**src/rtl/trace_pkg.sv**
```systemverilog
// Shared record format for the commit/flush trace path.
// The enum, the record struct and the record builder are kept here so the top and the FIFO agree on one layout.
package trace_pkg;
  localparam int TRACE_TAG_W = 6;

  typedef enum logic {COMMIT = 1'b0, FLUSH = 1'b1} trace_kind_e;

  typedef struct packed {
    trace_kind_e            kind;
    logic [31:0]            cycle;
    logic [31:0]            payload;
    logic [TRACE_TAG_W-1:0] tag;
  } trace_rec_t;

  function automatic trace_rec_t make_rec(trace_kind_e kind, logic [31:0] cycle,
                                          logic [31:0] payload, logic [TRACE_TAG_W-1:0] tag);
    trace_rec_t r;
    r.kind    = kind;
    r.cycle   = cycle;
    r.payload = payload;
    r.tag     = tag;
    return r;
  endfunction
endpackage

```
**src/rtl/trace_fifo_2w1r.sv**
```systemverilog
// Record FIFO with two in-order write ports and one read port.
// The caller only pushes what fits, so port b lands right behind port a when both push.
module trace_fifo_2w1r
  import trace_pkg::*;
#(
  parameter int DEPTH = 16
) (
  input  logic                     clk,
  input  logic                     rst,
  input  logic                     push_a_i,
  input  trace_rec_t               data_a_i,
  input  logic                     push_b_i,
  input  trace_rec_t               data_b_i,
  input  logic                     pop_i,
  output trace_rec_t               head_o,
  output logic [$clog2(DEPTH):0]   count_o
);
  localparam int AW    = $clog2(DEPTH);
  localparam int CNT_W = AW + 1;

  trace_rec_t       mem_q [DEPTH];
  logic [AW-1:0]    wr_ptr_q, wr_ptr_d, rd_ptr_q, rd_ptr_d, wr_ptr_b;
  logic [CNT_W-1:0] count_q, count_d;
  logic [1:0]       n_push;
  logic             pop_ok;

  always_comb begin
    n_push   = {1'b0, push_a_i} + {1'b0, push_b_i};
    pop_ok   = pop_i & (count_q != '0);
    wr_ptr_b = push_a_i ? wr_ptr_q + AW'(1) : wr_ptr_q;
    wr_ptr_d = wr_ptr_q + AW'(n_push);
    rd_ptr_d = rd_ptr_q + AW'(pop_ok);
    count_d  = count_q + CNT_W'(n_push) - CNT_W'(pop_ok);
  end

  always_ff @(posedge clk) begin
    if (rst) begin
      wr_ptr_q <= '0;
      rd_ptr_q <= '0;
      count_q  <= '0;
    end else begin
      wr_ptr_q <= wr_ptr_d;
      rd_ptr_q <= rd_ptr_d;
      count_q  <= count_d;
    end
  end

  // Storage needs no reset: count_q alone decides which slots are live.
  always_ff @(posedge clk) begin
    if (!rst) begin
      if (push_a_i) mem_q[wr_ptr_q] <= data_a_i;
      if (push_b_i) mem_q[wr_ptr_b] <= data_b_i;
    end
  end

  assign head_o  = mem_q[rd_ptr_q];
  assign count_o = count_q;
endmodule

```
**src/rtl/commit_trace_unit.sv**
```systemverilog
// Turns retired register writes and pipeline flushes into cycle-stamped trace records,
// keeps commit/flush/drop counters and a sticky PC-hang flag.
module commit_trace_unit
  import trace_pkg::*;
#(
  parameter int DEPTH      = 16,
  parameter int HANG_LIMIT = 500,
  parameter int PC_W       = 32,
  parameter int DATA_W     = 32,
  parameter int PREG_W     = 6
) (
  input  logic              clk,
  input  logic              rst,
  input  logic              commit_valid_i,
  input  logic              commit_flushed_i,
  input  logic              commit_write_i,
  input  logic [PREG_W-1:0] commit_pdst_i,
  input  logic [DATA_W-1:0] commit_data_i,
  input  logic              flush_valid_i,
  input  logic [PC_W-1:0]   flush_address_i,
  input  logic [2:0]        flush_rob_ticket_i,
  input  logic [1:0]        flush_rat_id_i,
  input  logic              flush_delayed_i,
  input  logic [PC_W-1:0]   current_pc_i,
  output logic              trace_valid_o,
  input  logic              trace_ready_i,
  output trace_rec_t        trace_rec_o,
  output logic [31:0]       commit_count_o,
  output logic [31:0]       flush_count_o,
  output logic [15:0]       drop_count_o,
  output logic              hang_o
);
  localparam int CNT_W = $clog2(DEPTH) + 1;
  localparam int HW    = $clog2(HANG_LIMIT + 1);

  logic [31:0]      cycle_q, commit_count_q, flush_count_q;
  logic [15:0]      drop_count_q, drop_count_d;
  logic [16:0]      drop_sum;
  logic [PC_W-1:0]  last_pc_q;
  logic [HW-1:0]    hang_cnt_q, hang_cnt_d;
  logic             hang_q;
  logic [CNT_W-1:0] fifo_count, free;
  logic             commit_ev, flush_ev, wr_commit, wr_flush, pop;
  logic [1:0]       n_drop;
  trace_rec_t       commit_rec, flush_rec;

  // Trace port: the head record transfers on a cycle where trace_valid_o and trace_ready_i
  // are both high; while ready is low the head record is held unchanged.
  assign trace_valid_o = (fifo_count != '0);
  assign pop           = trace_valid_o & trace_ready_i;

  always_comb begin
    commit_ev  = commit_valid_i & commit_write_i & ~commit_flushed_i;
    flush_ev   = flush_valid_i;
    commit_rec = make_rec(COMMIT, cycle_q, 32'(commit_data_i), TRACE_TAG_W'(commit_pdst_i));
    flush_rec  = make_rec(FLUSH, cycle_q, 32'(flush_address_i),
                          {flush_rob_ticket_i, flush_rat_id_i, flush_delayed_i});
    // Space is judged before this cycle's pop, and COMMIT claims a slot ahead of FLUSH.
    free      = CNT_W'(DEPTH) - fifo_count;
    wr_commit = commit_ev & (free != '0);
    wr_flush  = flush_ev & (free > CNT_W'(wr_commit));
    n_drop    = {1'b0, commit_ev & ~wr_commit} + {1'b0, flush_ev & ~wr_flush};
    drop_sum  = {1'b0, drop_count_q} + 17'(n_drop);
    drop_count_d = drop_sum[16] ? 16'hFFFF : drop_sum[15:0];
    if (current_pc_i != last_pc_q)       hang_cnt_d = '0;
    else if (hang_cnt_q != HW'(HANG_LIMIT)) hang_cnt_d = hang_cnt_q + HW'(1);
    else                                 hang_cnt_d = hang_cnt_q;
  end

  trace_fifo_2w1r #(.DEPTH(DEPTH)) u_fifo (
    .clk      (clk),
    .rst      (rst),
    .push_a_i (wr_commit),
    .data_a_i (commit_rec),
    .push_b_i (wr_flush),
    .data_b_i (flush_rec),
    .pop_i    (pop),
    .head_o   (trace_rec_o),
    .count_o  (fifo_count)
  );

  always_ff @(posedge clk) begin
    if (rst) begin
      cycle_q        <= '0;
      commit_count_q <= '0;
      flush_count_q  <= '0;
      drop_count_q   <= '0;
      last_pc_q      <= '0;
      hang_cnt_q     <= '0;
      hang_q         <= 1'b0;
    end else begin
      cycle_q        <= cycle_q + 32'd1;
      commit_count_q <= commit_count_q + 32'(wr_commit);
      flush_count_q  <= flush_count_q + 32'(wr_flush);
      drop_count_q   <= drop_count_d;
      last_pc_q      <= current_pc_i;
      hang_cnt_q     <= hang_cnt_d;
      hang_q         <= hang_q | (hang_cnt_d == HW'(HANG_LIMIT));
    end
  end

  assign commit_count_o = commit_count_q;
  assign flush_count_o  = flush_count_q;
  assign drop_count_o   = drop_count_q;
  assign hang_o         = hang_q;
endmodule

```
**config.mk**
```make
export PLATFORM = sky130hd
export DESIGN_NAME = commit_trace_unit
export DESIGN_NICKNAME = d
export VERILOG_FILES = /design/src/rtl/trace_pkg.sv /design/src/rtl/trace_fifo_2w1r.sv /design/src/rtl/commit_trace_unit.sv
export SDC_FILE = /design/constraint.sdc
export NUM_CORES = 2
export LEC_CHECK = 0
export BUFFER_PORTS_ARGS = -buffer_cell sky130_fd_sc_hd__buf_2
export CAP_MARGIN = 20
export CORE_ASPECT_RATIO = 0.8
export CORE_MARGIN = 2
export CORE_UTILIZATION = 55
export CTS_CLUSTER_DIAMETER = 80
export DETAILED_ROUTE_END_ITERATION = 6
export HOLD_SLACK_MARGIN = 0.12
export PLACE_DENSITY = 0.83
export REMOVE_ABC_BUFFERS = 1
export SETUP_SLACK_MARGIN = 0.4
export SYNTH_ARGS = -nofsm -noshare
export SYNTH_HDL_FRONTEND = slang
export SYNTH_SLANG_ARGS = --single-unit
```
**constraint.sdc**
```tcl
create_clock -name clk -period 10.7 [get_ports clk]
set_input_delay 0.535 -clock clk [delete_from_list [all_inputs] [get_ports clk]]
set_output_delay 0.535 -clock clk [all_outputs]
set_load 0.02 [all_outputs]
```
# == After elaboration in Yosys (flattened, before gate mapping) ==
# Memories as Yosys holds them, arrays and structs flattened. A register that Yosys moved wholly into a read port is not among the register bits.
# Index checks and enable logic that the tools add are counted.
# totals
register_bits,167
mem_bits_rw,1136
input_bits,115
output_inout_bits,153
word_cells,53
mem_count,1
# mem_list
memory,words,width,rd,rd_ports_with_merged_regs,wr,line,text
u_fifo.mem_q,16,71,1,1,2,trace_fifo_2w1r.sv:21,trace_rec_t mem_q [DEPTH];
# classes
addsub,13
magnitude_cmp,1
n_eq_ne,3
n_mux,11
bitwise,12
n_reduce_logical,2
# ops
operator,count
adder 32 x 1 -> 32 bit,2
adder 32 x 1 -> 32 bit (second input constant),1
!= test 32 bit,1
2-to-1 mux 9 bit,2
adder 16 x 2 -> 17 bit,1
2-to-1 mux 16 bit,1
nonzero test 5 bit,2
adder 9 x 1 -> 9 bit (second input constant),1
equality test 9 bit (second input constant),1
!= test 9 bit (second input constant),1
AND 1 bit,8
2-to-1 mux 4 bit,2
2-to-1 mux 1 bit,6
adder 5 x 2 -> 5 bit,1
> comparator 5 x 1 -> 1 bit,1
subtractor 5 x 1 -> 5 bit,1
subtractor 5 bit (first input constant),1
adder 1 x 1 -> 2 bit,2
adder 4 x 1 -> 4 bit,1
adder 4 x 1 -> 4 bit (second input constant),1
adder 4 x 2 -> 4 bit,1
inverter 1 bit,3
bitwise OR 1 bit,1

# == Longest topological paths before layout ==
# depth
depth_word,10
ltp_mapped,21
mapped_depth_nobuf,21

# == Modules after synthesis ==
# From an unflattened synthesis, not the netlist that was laid out.
# hier_totals
hier_cells,4457
area_unflattened_um2,62862.8
# by_module_without_submodules
mod,n_inst,cells_per_inst,area_each_um2,seq_area_each_um2
trace_fifo_2w1r,1,3718,56193.9,34373.0
commit_trace_unit,1,739,6668.9,3083.0

# == Least setup slack after synthesis ==
# Ideal clock, no wire load.
# synth_timing
path_kind,register to register
start,register u_fifo.count_q[2] (netlist: u_fifo.count_o[2])
end,memory u_fifo.mem_q[9][0] in the netlist's numbering (enable)
setup_time_ns,0.595
t_arrival_ns,6.987
t_required_ns,10.105
path_slack_ns,3.118
path_stages_with_launch,9
n_path_buf,0
period_less_slack_ns,7.582
cell_sequence,dfxtp_1 -> inv_1 -> ha_1 -> and2_1 -> ha_1 -> and4b_1 -> a21oi_2 -> nand4b_1 -> o21ai_0
# synth_lines
item,line,text
"start, declared",trace_fifo_2w1r.sv:23,"logic [CNT_W-1:0] count_q, count_d;"
"start signal, assigned",trace_fifo_2w1r.sv:44,count_q <= count_d;
"end, declared",trace_fifo_2w1r.sv:21,

==> qor.yml <==
synth-main-ff-cell: "edfxtp_1"
ys_ff_latch: 1303
ir_worst_vdd_v: 0.0002241
dpl-instance-area_sq_mm: 0.06548
io_pins: 268
comb_power_share_pct: 18.9
dp_cells: 5927
antenna_found_initial: 17
grt_pass1_wl_mm: 258.8
grt_pass1_vias: 41630
clock_latency_ns: 0.77
cts.reportedPaths.clkPinSlew_ns: 0.06
reg2reg_depth: 16
hold_class: "in2reg"
num_vias: 41030
drv_slew: 0
p_leak_nw: 24.96
ctsHtreeMaxLevel: 4
syn2layout_area_growth_pct: 11.40
final_cells: 6247
fillers: 8009
syn-instance-count: 4544
rsz0062_at_grt: "false"
die_w_um: 383.1
grt_use_total_pct: 29.43
gp_congestion: 0.8354
dp_hpwl_mm: 93.26
start_kind: "register"
crit_fanout: 48
setup_viol: 0
synthArstFlopShare_pct: 0
power_frac_clock_pct: 35.8
die_y_um: 307.3
cap_violations: 0
synth.avg_cell_area_sq_um: 13.92
synth_edf_count: 1120
row_count: 111
status: "complete, but fails checks"
vias_per_cell: 6.568
internal-power_w: 0.009263
core_area_sq_mm: 0.1143
wire_per_inst_um: 27.77
max_freq_mhz: 144.6
relSlewSlack_pct: 19.25
wirelength_mm: 173.5
worstSetupPathType: "reg2reg"
antenna_left: 0
r2r-start: "u_fifo.count_o[2]$_SDFF_PP0_"
yosys.area.top_type_share_pct: 53.19
drive_above_1_share_pct: 20.86
worst_slack_ns: 3.784
cts-root-buf: "clkbuf_16"
failed_checks: "DRC"
start_util_pct: 55.32
tightest_slew_ns: 1.211
finalCritPeriodShare_pct: 64.63
power_density_mw_per_mm2: 181.1
firstDrtPassIters: 7
switching_share_pct: 27.39
syn_area_sq_mm: 0.06323
crit_arrival_ns: 7.31
clk_path_buf_depth: 3
clkSinkCount: 1303
rr_endpoint: "u_fifo.mem_q[9][38]$_DFFE_PP_"
finalPower_w: 0.01276
grt_max_degree: 139
end_kind: "register"
dieArea_sq_mm: 0.1177
place_ws_ns: 3.887
first_iter_violations: 5806
post_cts_resized: 0
grt.overflow.total: 0
ys_seq_area_share_pct: 58.98
yosysTopAreaCell: "edfxtp_1"
synth.area.top_cells: "edfxtp_1 53%, mux4_2 13%, mux2i_1 7.3%, dfxtp_1 5.8%, nand2_1 3.3%"
period_minus_slack_ns: 6.916
design_area_sq_mm: 0.07044
numPortBuffers: 267
crit_required_ns: 11.10
numCtsBuffers: 130
seq_power_share_pct: 45.3
hold_viol_final: 0
synth_cell_types: 67
cts_tree: "built"
cp-startpoint: "u_fifo.count_o[2]$_SDFF_PP0_"
holdWs_ns: 0.1548
crit_end: "u_fifo.mem_q[9][38]$_DFFE_PP_"
reg2reg_slack_ns: 3.78
p_sw_w: 0.003495
finish.net_count: 4750
synth.yosys.warnings: 0
skew_ns: 0.01984
route.detailed.drc: 3
state kept, by name, summed over array words and instances (netlist names):
signal           count
u_fifo.count_o       5
u_fifo.mem_q      1136
drop_count_o        16
u_fifo.wr_ptr_q      4
last_pc_q           32
hang_cnt_q           9
hang_o               1
u_fifo.rd_ptr_q      4
cycle_q             32
commit_count_o      32
flush_count_o       32
through the flow:
stage | utilization (%) | TNS, ns
2_1_floorplan | - | -194.87
3_3_place_gp | 57.28 | 0
3_5_place_dp | 57.28 | 0
4_1_cts | 61.54 | 0
5_1_grt | 61.62 | 0
6_report | 61.63 | 0
repair_timing:
item | CTS | global route
hold buffers | 67 | 0
buffers inserted | 0 | 0
hold endpoints to repair | 81 | 0
synthesized netlist by cell type, types with 28 or more instances:
cell,number
a21boi_0,128
inv_1,75
nor2b_1,116
dfxtp_1,183
mux4_2,355
buf_1,72
a22o_1,152
and2_1,227
buf_2,50
nand2_1,561
nand3_1,57
nor2_1,201
clkbuf_1,332
edfxtp_1,1120
xor2_1,105
ha_1,28
xnor2_1,34
mux2i_1,459
worst min-delay path by stage:
stage | depth (start not counted) | start | endpoint | slack [ns]
CTS | 2 | flush_address_i[30] | u_fifo.mem_q[11][36]$_DFFE_PP_ | 0.12
global route | 2 | flush_address_i[31] | u_fifo.mem_q[3][37]$_DFFE_PP_ | 0.15
global placement | 2 | u_fifo.mem_q[2][70]$_SDFFE_PP1P_ | u_fifo.mem_q[2][70]$_SDFFE_PP1P_ | 0.43
floorplan | 2 | u_fifo.mem_q[10][70]$_SDFFE_PP1P_ | u_fifo.mem_q[10][70]$_SDFFE_PP1P_ | 0.42
finish | 2 | flush_address_i[30] | u_fifo.mem_q[11][36]$_DFFE_PP_ | 0.15
detailed placement | 2 | u_fifo.mem_q[2][70]$_SDFFE_PP1P_ | u_fifo.mem_q[2][70]$_SDFFE_PP1P_ | 0.44
critical path, stage by stage, from the launching register on:
cell and delay, ns:
dfxtp_1 0.55, inv_1 0.12, ha_1 0.21, and2_1 0.15, ha_1 0.32, and4b_1 0.26
a21oi_2 0.30, nand2_2 0.30, inv_2 0.26, ha_1 0.26, o21bai_1 0.32, o21ai_1 0.24
nor3_4 0.59, nand2_1 0.42, or3_4 0.83, o21ai_4 0.50, buf_4 0.83
cell usage in the layout (no fill, tap or decap), types with 73 or more instances in the layout:
master	Yosys	final
a21boi_0	128	128
a22o_1	152	152
and2_1	227	227
buf_2	50	266
clkbuf_16	0	135
dfxtp_1	183	178
edfxtp_1	1120	1120
inv_1	75	73
mux2i_1	459	459
mux4_2	355	355
nand2_1	561	557
nor2_1	201	189
nor2b_1	116	115
xor2_1	105	105
per-layer routing:
| metal | track usage, % | vias up | routed length [um] |
|---|---|---|---|
| met3 | 9.191 | 445 | 25350 |
| li1 | - | 16940 | - |
| met2 | 44.98 | 3256 | 80100 |
| met1 | 39.66 | 20380 | 62110 |
| met5 | 0 | - | 83 |
| met4 | 11.31 | 14 | 5820 |
cells by family after synthesis:
logic type	after synthesis	share of synthesized area (%)
AO/OA/AOI/OAI	374	4.632
XOR/XNOR	139	1.925
adder cells (fa/ha/maj)	31	0.6490
buffers and inverters	559	3.643
flip-flops	1303	58.98
multiplexers	815	19.93
AND/OR/NAND/NOR	1323	10.24
final cells by class:
type	instances	area, sq um	area share (%)
flip-flops and latches	1303	37310	52.97
multi-input cells	2682	24000	34.08
clock inverters	71	630.6	0.8953
inverters	76	290.3	0.4121
clock buffers	169	3566	5.062
repair buffers	411	2701	3.835
diodes	10	25.02	0.03553
well taps	1525	1908	2.709
power groups by stage:
stage / logic (W) / clock network, W / registers (W)
after floorplan: 0.00184 / 0 / 0.00609
after global placement: 0.00236 / 0 / 0.00587
after detailed placement: 0.00238 / 0 / 0.00588
after CTS: 0.00241 / 0.00458 / 0.00578
after global routing: 0.00254 / 0.00477 / 0.00579
final: 0.00241 / 0.00457 / 0.00578
Note: power is estimated with default switching activity, not from simulation.
